$ cat src/rtl/tick_cd_pkg.sv
// Shared types and constants for the tick_countdown timer: FSM states,
// the BCD digit type and a helper that clamps loaded digits.
`timescale 1ns/1ps
package tick_cd_pkg;

    typedef enum logic [1:0] {
        IDLE  = 2'd0,
        RUN   = 2'd1,
        PAUSE = 2'd2,
        DONE  = 2'd3
    } state_t;

    typedef logic [3:0] bcd_t;

    localparam bcd_t BCD_MAX = 4'd9;

    function automatic bcd_t bcd_clamp(input bcd_t d);
        return (d > BCD_MAX) ? BCD_MAX : d;
    endfunction

endpackage

$ cat src/rtl/bcd_digit_dn.sv
// One BCD down-counting digit: load has priority, otherwise a borrow-in
// decrements, wrapping 0 -> 9 and raising borrow-out.
`timescale 1ns/1ps
module bcd_digit_dn
    import tick_cd_pkg::*;
#(
    parameter bcd_t RESET_VAL = 4'd0
) (
    input  logic       clk,
    input  logic       rst,
    input  logic       load,
    input  logic [3:0] load_val,
    input  logic       borrow_in,
    output logic [3:0] value,
    output logic [3:0] value_next,
    output logic       borrow_out
);

    bcd_t value_reg;

    always_comb begin
        value_next = value_reg;
        if (load) begin
            value_next = load_val;
        end else if (borrow_in) begin
            value_next = (value_reg == 4'd0) ? BCD_MAX : value_reg - 4'd1;
        end
    end

    assign borrow_out = borrow_in && !load && (value_reg == 4'd0);

    always_ff @(posedge clk or negedge rst) begin
        if (!rst) begin
            value_reg <= RESET_VAL;
        end else begin
            value_reg <= value_next;
        end
    end

    assign value = value_reg;

endmodule

$ cat src/rtl/tick_countdown.sv
// Countdown timer in BCD seconds.tenths driven by an external 100 ms tick.
// Optional remaining-time warning is built only when TICK_CD_WARN_EN is defined.
`timescale 1ns/1ps
module tick_countdown
    import tick_cd_pkg::*;
#(
    parameter int LOAD_DEFAULT_SECS = 30,
    parameter int WARN_SECS         = 5
) (
    input  logic       clk,
    input  logic       rst,
    input  logic       load,
    input  logic [3:0] load_tens,
    input  logic [3:0] load_ones,
    input  logic       start,
    input  logic       pause,
    input  logic       ms100,
    output logic       tick_en,
    output logic [3:0] secs_tens,
    output logic [3:0] secs_ones,
    output logic [3:0] tenths,
    output logic       running,
    output logic       done,
    output logic       timeout,
    output logic       warn
);

    localparam bcd_t DEF_TENS = bcd_t'((LOAD_DEFAULT_SECS / 10) % 10);
    localparam bcd_t DEF_ONES = bcd_t'(LOAD_DEFAULT_SECS % 10);

    state_t     state_reg, state_next;
    logic       tick_en_reg, running_reg, done_reg, timeout_reg;
    logic       run_tick, val_zero, zero_next, reach_zero;
    logic [3:0] borrow;
    bcd_t       digit_q   [3];
    bcd_t       digit_n   [3];
    bcd_t       load_val  [3];

    // Digit 0 is tenths, 1 is seconds ones, 2 is seconds tens.
    assign load_val[0] = 4'd0;
    assign load_val[1] = bcd_clamp(load_ones);
    assign load_val[2] = bcd_clamp(load_tens);

    assign run_tick  = (state_reg == RUN) && ms100 && !load;
    assign borrow[0] = run_tick;

    genvar gi;
    generate
        for (gi = 0; gi < 3; gi++) begin : g_digit
            localparam bcd_t RST_VAL = (gi == 2) ? DEF_TENS :
                                       (gi == 1) ? DEF_ONES : 4'd0;
            bcd_digit_dn #(
                .RESET_VAL (RST_VAL)
            ) u_digit (
                .clk        (clk),
                .rst        (rst),
                .load       (load),
                .load_val   (load_val[gi]),
                .borrow_in  (borrow[gi]),
                .value      (digit_q[gi]),
                .value_next (digit_n[gi]),
                .borrow_out (borrow[gi+1])
            );
        end
    endgenerate

    assign val_zero   = (digit_q[2] == 4'd0) && (digit_q[1] == 4'd0) && (digit_q[0] == 4'd0);
    assign zero_next  = (digit_n[2] == 4'd0) && (digit_n[1] == 4'd0) && (digit_n[0] == 4'd0);
    // An underflow out of the tens digit cannot occur from RUN, but would also end the run.
    assign reach_zero = run_tick && (zero_next || borrow[3]);

    always_comb begin
        state_next = state_reg;
        if (load) begin
            state_next = IDLE;
        end else begin
            case (state_reg)
                IDLE:    if (start) state_next = val_zero ? DONE : RUN;
                RUN:     if (reach_zero) state_next = DONE;
                         else if (pause) state_next = PAUSE;
                PAUSE:   if (start) state_next = RUN;
                DONE:    state_next = DONE;
                default: state_next = IDLE;
            endcase
        end
    end

    always_ff @(posedge clk or negedge rst) begin
        if (!rst) begin
            state_reg   <= IDLE;
            tick_en_reg <= 1'b0;
            running_reg <= 1'b0;
            done_reg    <= 1'b0;
            timeout_reg <= 1'b0;
        end else begin
            state_reg   <= state_next;
            tick_en_reg <= (state_next == RUN);
            running_reg <= (state_next == RUN);
            done_reg    <= (state_next == DONE);
            timeout_reg <= (state_next == DONE) && (state_reg != DONE);
        end
    end

`ifdef TICK_CD_WARN_EN
    logic warn_reg, warn_next;
    int   secs_next;

    always_comb begin
        secs_next = int'(digit_n[2]) * 10 + int'(digit_n[1]);
        warn_next = ((state_next == RUN) || (state_next == PAUSE))
                    && (secs_next < WARN_SECS) && !zero_next;
    end

    always_ff @(posedge clk or negedge rst) begin
        if (!rst) begin
            warn_reg <= 1'b0;
        end else begin
            warn_reg <= warn_next;
        end
    end

    assign warn = warn_reg;
`else
    // Folds to a constant 0; keeps the threshold parameter referenced in this build.
    assign warn = 1'b0 && (WARN_SECS >= 0);
`endif

    assign tick_en   = tick_en_reg;
    assign running   = running_reg;
    assign done      = done_reg;
    assign timeout   = timeout_reg;
    assign secs_tens = digit_q[2];
    assign secs_ones = digit_q[1];
    assign tenths    = digit_q[0];

endmodule

$ cat config.mk
export PLATFORM = sky130hd
export DESIGN_NAME = tick_countdown
export DESIGN_NICKNAME = d
export VERILOG_FILES = /design/src/rtl/tick_cd_pkg.sv /design/src/rtl/bcd_digit_dn.sv /design/src/rtl/tick_countdown.sv
export SDC_FILE = /design/constraint.sdc
export NUM_CORES = 1
export LEC_CHECK = 0
export CAP_MARGIN = 10
export CORE_MARGIN = 8
export CORE_UTILIZATION = 44
export DETAILED_ROUTE_END_ITERATION = 12
export PLACE_DENSITY = 0.74
export SLEW_MARGIN = 15
export SYNTH_ARGS = -nofsm -noshare
export SYNTH_HDL_FRONTEND = slang
export SYNTH_SLANG_ARGS = --single-unit
$ cat constraint.sdc
create_clock -name clk -period 2.34 [get_ports clk]
set_clock_uncertainty 0.1 [all_clocks]
set_input_delay 0.468 -clock clk [delete_from_list [all_inputs] [get_ports clk]]
set_output_delay 0.468 -clock clk [all_outputs]
set_load 0.005 [all_outputs]
== Word level (Yosys, flattened, before mapping) ==
Index checks and enable logic that the tools add are counted.

* Flip-flop bits (word level): 17
* Input port bits: 14
* Word-level logic and storage cells: 59
* Output and inout bits: 17

* Muxes and demuxes: 18
* Reductions and logical operators: 23
* Add/sub/neg operators: 3
* $lt $le $gt $ge: 2
* Equality and inequality tests: 6

{| class="wikitable"
|+ Operators by type and width
! cell !! count
|-
| 4-bit two-way mux || 11
|-
| 4-bit logical NOT || 6
|-
| 1-bit logical AND || 14
|-
| 2-bit two-way mux || 6
|-
| 4-bit by 1-bit subtractor with 4-bit output (second input constant) || 3
|-
| 4-bit > comparator (second input constant) || 2
|-
| 2-bit case mux with 4 select lines || 1
|-
| 2-bit == test (second input constant) || 3
|-
| 2-bit by 1-bit == test with 1-bit output (second input constant) || 2
|-
| 2-bit logical NOT || 1
|-
| 2-bit != test (second input constant) || 1
|-
| 1-bit logical NOT || 1
|-
| 1-bit logical OR || 1
|}

== Longest topological paths before layout ==
* Depth in word-level cells: 19
* Depth in mapped cells: 7
* Gate-level depth less buffers: 6

== Modules after synthesis ==
A second synthesis with hierarchy kept.

* Cell total of the unflattened synthesis: 109
* Area, all modules: 1149.9 um^2

{| class="wikitable"
|+ Modules (own cells, without submodules)
! module !! area an instance (um^2) !! cells each !! seq. area each (um^2) !! times used
|-
| bcd_digit_dn (g_digit[0].u_digit ...) || 239.0 || 21 || 100.1 || 2
|-
| tick_countdown || 430.4 || 46 || 125.1 || 1
|-
| bcd_digit_dn (g_digit[2].u_digit) || 241.5 || 21 || 102.6 || 1
|}

== Worst setup path before layout ==
Ideal clock, no wire load.

* Kind: register to register
* Start point: register g_digit[0].u_digit.value_reg[2]
* End point: register running_reg (netlist: running)
* Path buffers: 0
* Slack: 0.349 ns
* Clock period less this slack: 1.991 ns
* Data arrival time: 1.772 ns
* Stages on the path, launching flop included: 7
* Setup time: 0.119 ns
* Required time: 2.121 ns
* Cells stage by stage: dfrtp_1 nor4_4 nand2_1 a2bb2oi_1 a211oi_2 a21oi_2 o21a_1

* Longest elaborated chain between the ends: 15
* Elaborated cells on any way between the ends: 28
* Classes of those cells: 1 x add/sub; 1 x eq/ne; 12 x mux; 14 x reduce/logical

{| class="wikitable"
|+ RTL lines
! item !! line !! RTL
|-
| from (decl) || bcd_digit_dn.sv:19 || <nowiki>bcd_t value_reg;</nowiki>
|-
| from (signal assigned) || bcd_digit_dn.sv:36 || <nowiki>value_reg <= value_next;</nowiki>
|-
| parallel branches: the longest is 12 deep, another holds 4-bit by 1-bit subtractor with 4-bit output || n/a ||
|-
| 2-bit case mux with 4 select lines * || tick_countdown.sv:77 || <nowiki>case (state_reg)</nowiki>
|-
| 2-bit two-way mux * || tick_countdown.sv:74 || <nowiki>if (load) begin</nowiki>
|-
| 2-bit by 1-bit == test with 1-bit output * || tick_countdown.sv:98 || <nowiki>running_reg <= (state_next == RUN);</nowiki>
|-
| to (signal assigned) || tick_countdown.sv:98 ||
|-
| to (decl) || tick_countdown.sv:32 || <nowiki>logic tick_en_reg, running_reg, done_reg, timeout_reg;</nowiki>
|}

Every way passes the cells marked *.

==> flow_summary.yaml <==
clocking:
  ctsResizeCount: 0
  cts_buffers: 3
  cts_tree: "built"
  hold_buffers: 0
  postCtsSetupRepairBufs: 0
  clockBufferDepth: 2
  path_clk_slew_ns: 0.10
  clock-root-buffer: "clkbuf_4"
  clk_latency_ns: 0.29
  htree_levels: 1
  clock_sinks: 17
placed_design:
  hpwl_um: 2400
  io_buffer_count: 29
  routabilityCongestion: 0.893
  dp_cells: 198
layout:
  nets: 189
  utilization: 0.646
  finalNonFillerCells: 204
  largest_register_ffs: 12
  final_common_cell: "clkdlybuf4s50_1"
  area_growth_pct: 39.6
  drive_above_1_share: 0.190
  antenna_cells: 0
  mostFrequentLayoutCells: "clkdlybuf4s50_1 (29), buf_4 (18), nor2_1 (17)"
worst_setup_path:
  critPathRequiredTime_ns: 2.42
  crit_slowest_cell: "clkdlybuf4s50_1"
  critPathLaunchType: "input pin"
  cp_max_fo: 4
  cp_cell_sequence: "clkdlybuf4s50_1 -> and4bb_1 -> a311o_1 -> nand3_2 -> a2111oi_4 -> a21oi_2 -> o21a_1"
  slowest_delay_ns: 0.45
  cp-end-kind: "flop"
  crit_type: "input pin to flop"
  r2r_cells: 6
  r2r_setup_slack_ns: 0.18
  cp.arrival_ns: 2.30
detailed_routing:
  postRouteAntennaNets: 0
  drtIter0Drc: 44
  post_drt_wl_per_cell_um: 15.2
  drc: 0
  via_count: 1103
  drt-total-wl_um: 3110
  viasPerCell: 5.41
  first_pass_iters: 4
timing:
  rsz0062_at_grt: "false"
  finalHoldViolCount: 0
  holdWs_ns: 0.388
  min_period_ns: 2.22
  finalSetupViolCount: 0
  drv_slew: 0
  max_freq_mhz: 451
  min_period_over_period: 0.947
  fin_tns_setup_ns: 0
global_routing:
  grt_max_degree: 18
  antenna_found_initial: 0
  grt_pass1_wl_um: 4980
  grt_pass1_vias: 1082
  gr-total-overflow: 0
  grt_usage: 0.142
run_status:
  outcome: "completed"
die:
  core_area_sq_um: 2450
  die_w_um: 66.8
  die_area_sq_um: 4460
  initial_core_util: 0.463
  row_count: 18
  die-height_um: 66.8
  pin_count: 31
power_and_ir_drop:
  power_frac_seq: 0.465
  power.internal_uw: 540
  powerDensity_nw_per_um2: 499
  peakVddDrop_uv: 330
  power_frac_comb: 0.333
  switching_share: 0.318
  clock_power_share: 0.202
  power_leakage_nw: 0.630
  switchingPower_uw: 252
hold_path:
  min_path_type: "input pin to async pin"
synth:
  ys_seq_area_frac: 0.377
  syn_area_per_cell_sq_um: 8.74
  synth_edf_count: 0
  syn_area_sq_um: 1140
  syn_nets: 144
  ys_seq_elements: 17
  synth-async-reset-ratio: 1.00
  synthFlopType: "dfrtp_1"
  yosys_warnings: 0
  ys_types: 43
  synth_cells: 130
run:
  max_cap_violations: 0
[Yosys cell counts, types with 3 or more instances]
cell type	n	share of area
o21ai_0	8	0.035
nand4_1	3	0.017
o31ai_1	3	0.020
buf_2	3	0.013
nor2_1	17	0.056
nand2_1	14	0.046
nor3b_1	3	0.020
a21oi_1	9	0.040
nor3_1	7	0.031
nor2b_1	5	0.028
dfrtp_1	15	0.33
[path summary, 6_finish.rpt]
check                                            start                          end
max in group asynchronous                          rst  g_digit[2].u_digit.value[0]
max                                               load                      running
min                                                rst  g_digit[1].u_digit.value[1]
max reg2reg                g_digit[0].u_digit.value[2]                      running
min in group clk                          state_reg[0]                      timeout
min reg2reg                               state_reg[0]                      timeout
[layout make-up]
class	count	area, sq um
Inverter	2	7.51
Sequential cell	17	428
Fill cell	217	868
Multi-Input combinational cell	104	662
Tap cell	30	37.5
Timing Repair Buffer	47	425
Clock buffer	4	26.3
[per-stage QoR]
step           area [sq um]  total power [mW]  worst slack (ns)
2_1_floorplan          1140             0.497             0.349
6_report               1590             0.792             0.124
3_5_place_dp           1550             0.629            -0.181
4_1_cts                1570             0.788             0.130
5_1_grt                1590             0.840            0.0246
3_3_place_gp           1550             0.622            -0.121
[kinds of logic (layout without fill, tap and decap cells)]
logic type | after synthesis | in the layout | share of synthesized area
AND/OR/NAND/NOR | 65 | 65 | 0.327
AO/OA/AOI/OAI | 33 | 33 | 0.211
flip-flops | 17 | 17 | 0.377
buffers and inverters | 9 | 53 | 0.0407
XOR/XNOR | 3 | 3 | 0.0231
multiplexers | 2 | 2 | 0.0176
other | 1 | 1 | 0.00330
[worst max-delay path, delay by kind of cell]
kind / cells / cell delay (ns)
AND/OR/NAND/NOR: 2 / 0.44
buffers and inverters: 1 / 0.45
AO/OA/AOI/OAI: 4 / 0.94
[power by group through the flow]
stage               Sequential, mW  Combinational [mW]  Clock [mW]
CTS                          0.368               0.257       0.164
detailed placement           0.373               0.256           0
floorplan                    0.362               0.134           0
global placement             0.373               0.249           0
finish                       0.369               0.264       0.160
global route                 0.373               0.289       0.177
[metal layers]
| layer | vias up | global-route usage | part of all wire |
|---|---|---|---|
| met5 | - | 0 | 0 |
| met4 | 0 | 0.0720 | 0.0080 |
| met3 | 4 | 0.0352 | 0.055 |
| met2 | 29 | 0.234 | 0.50 |
| met1 | 515 | 0.167 | 0.43 |
| li1 | 555 | - | - |
No activity file was read; power rests on OpenSTA's default activity.
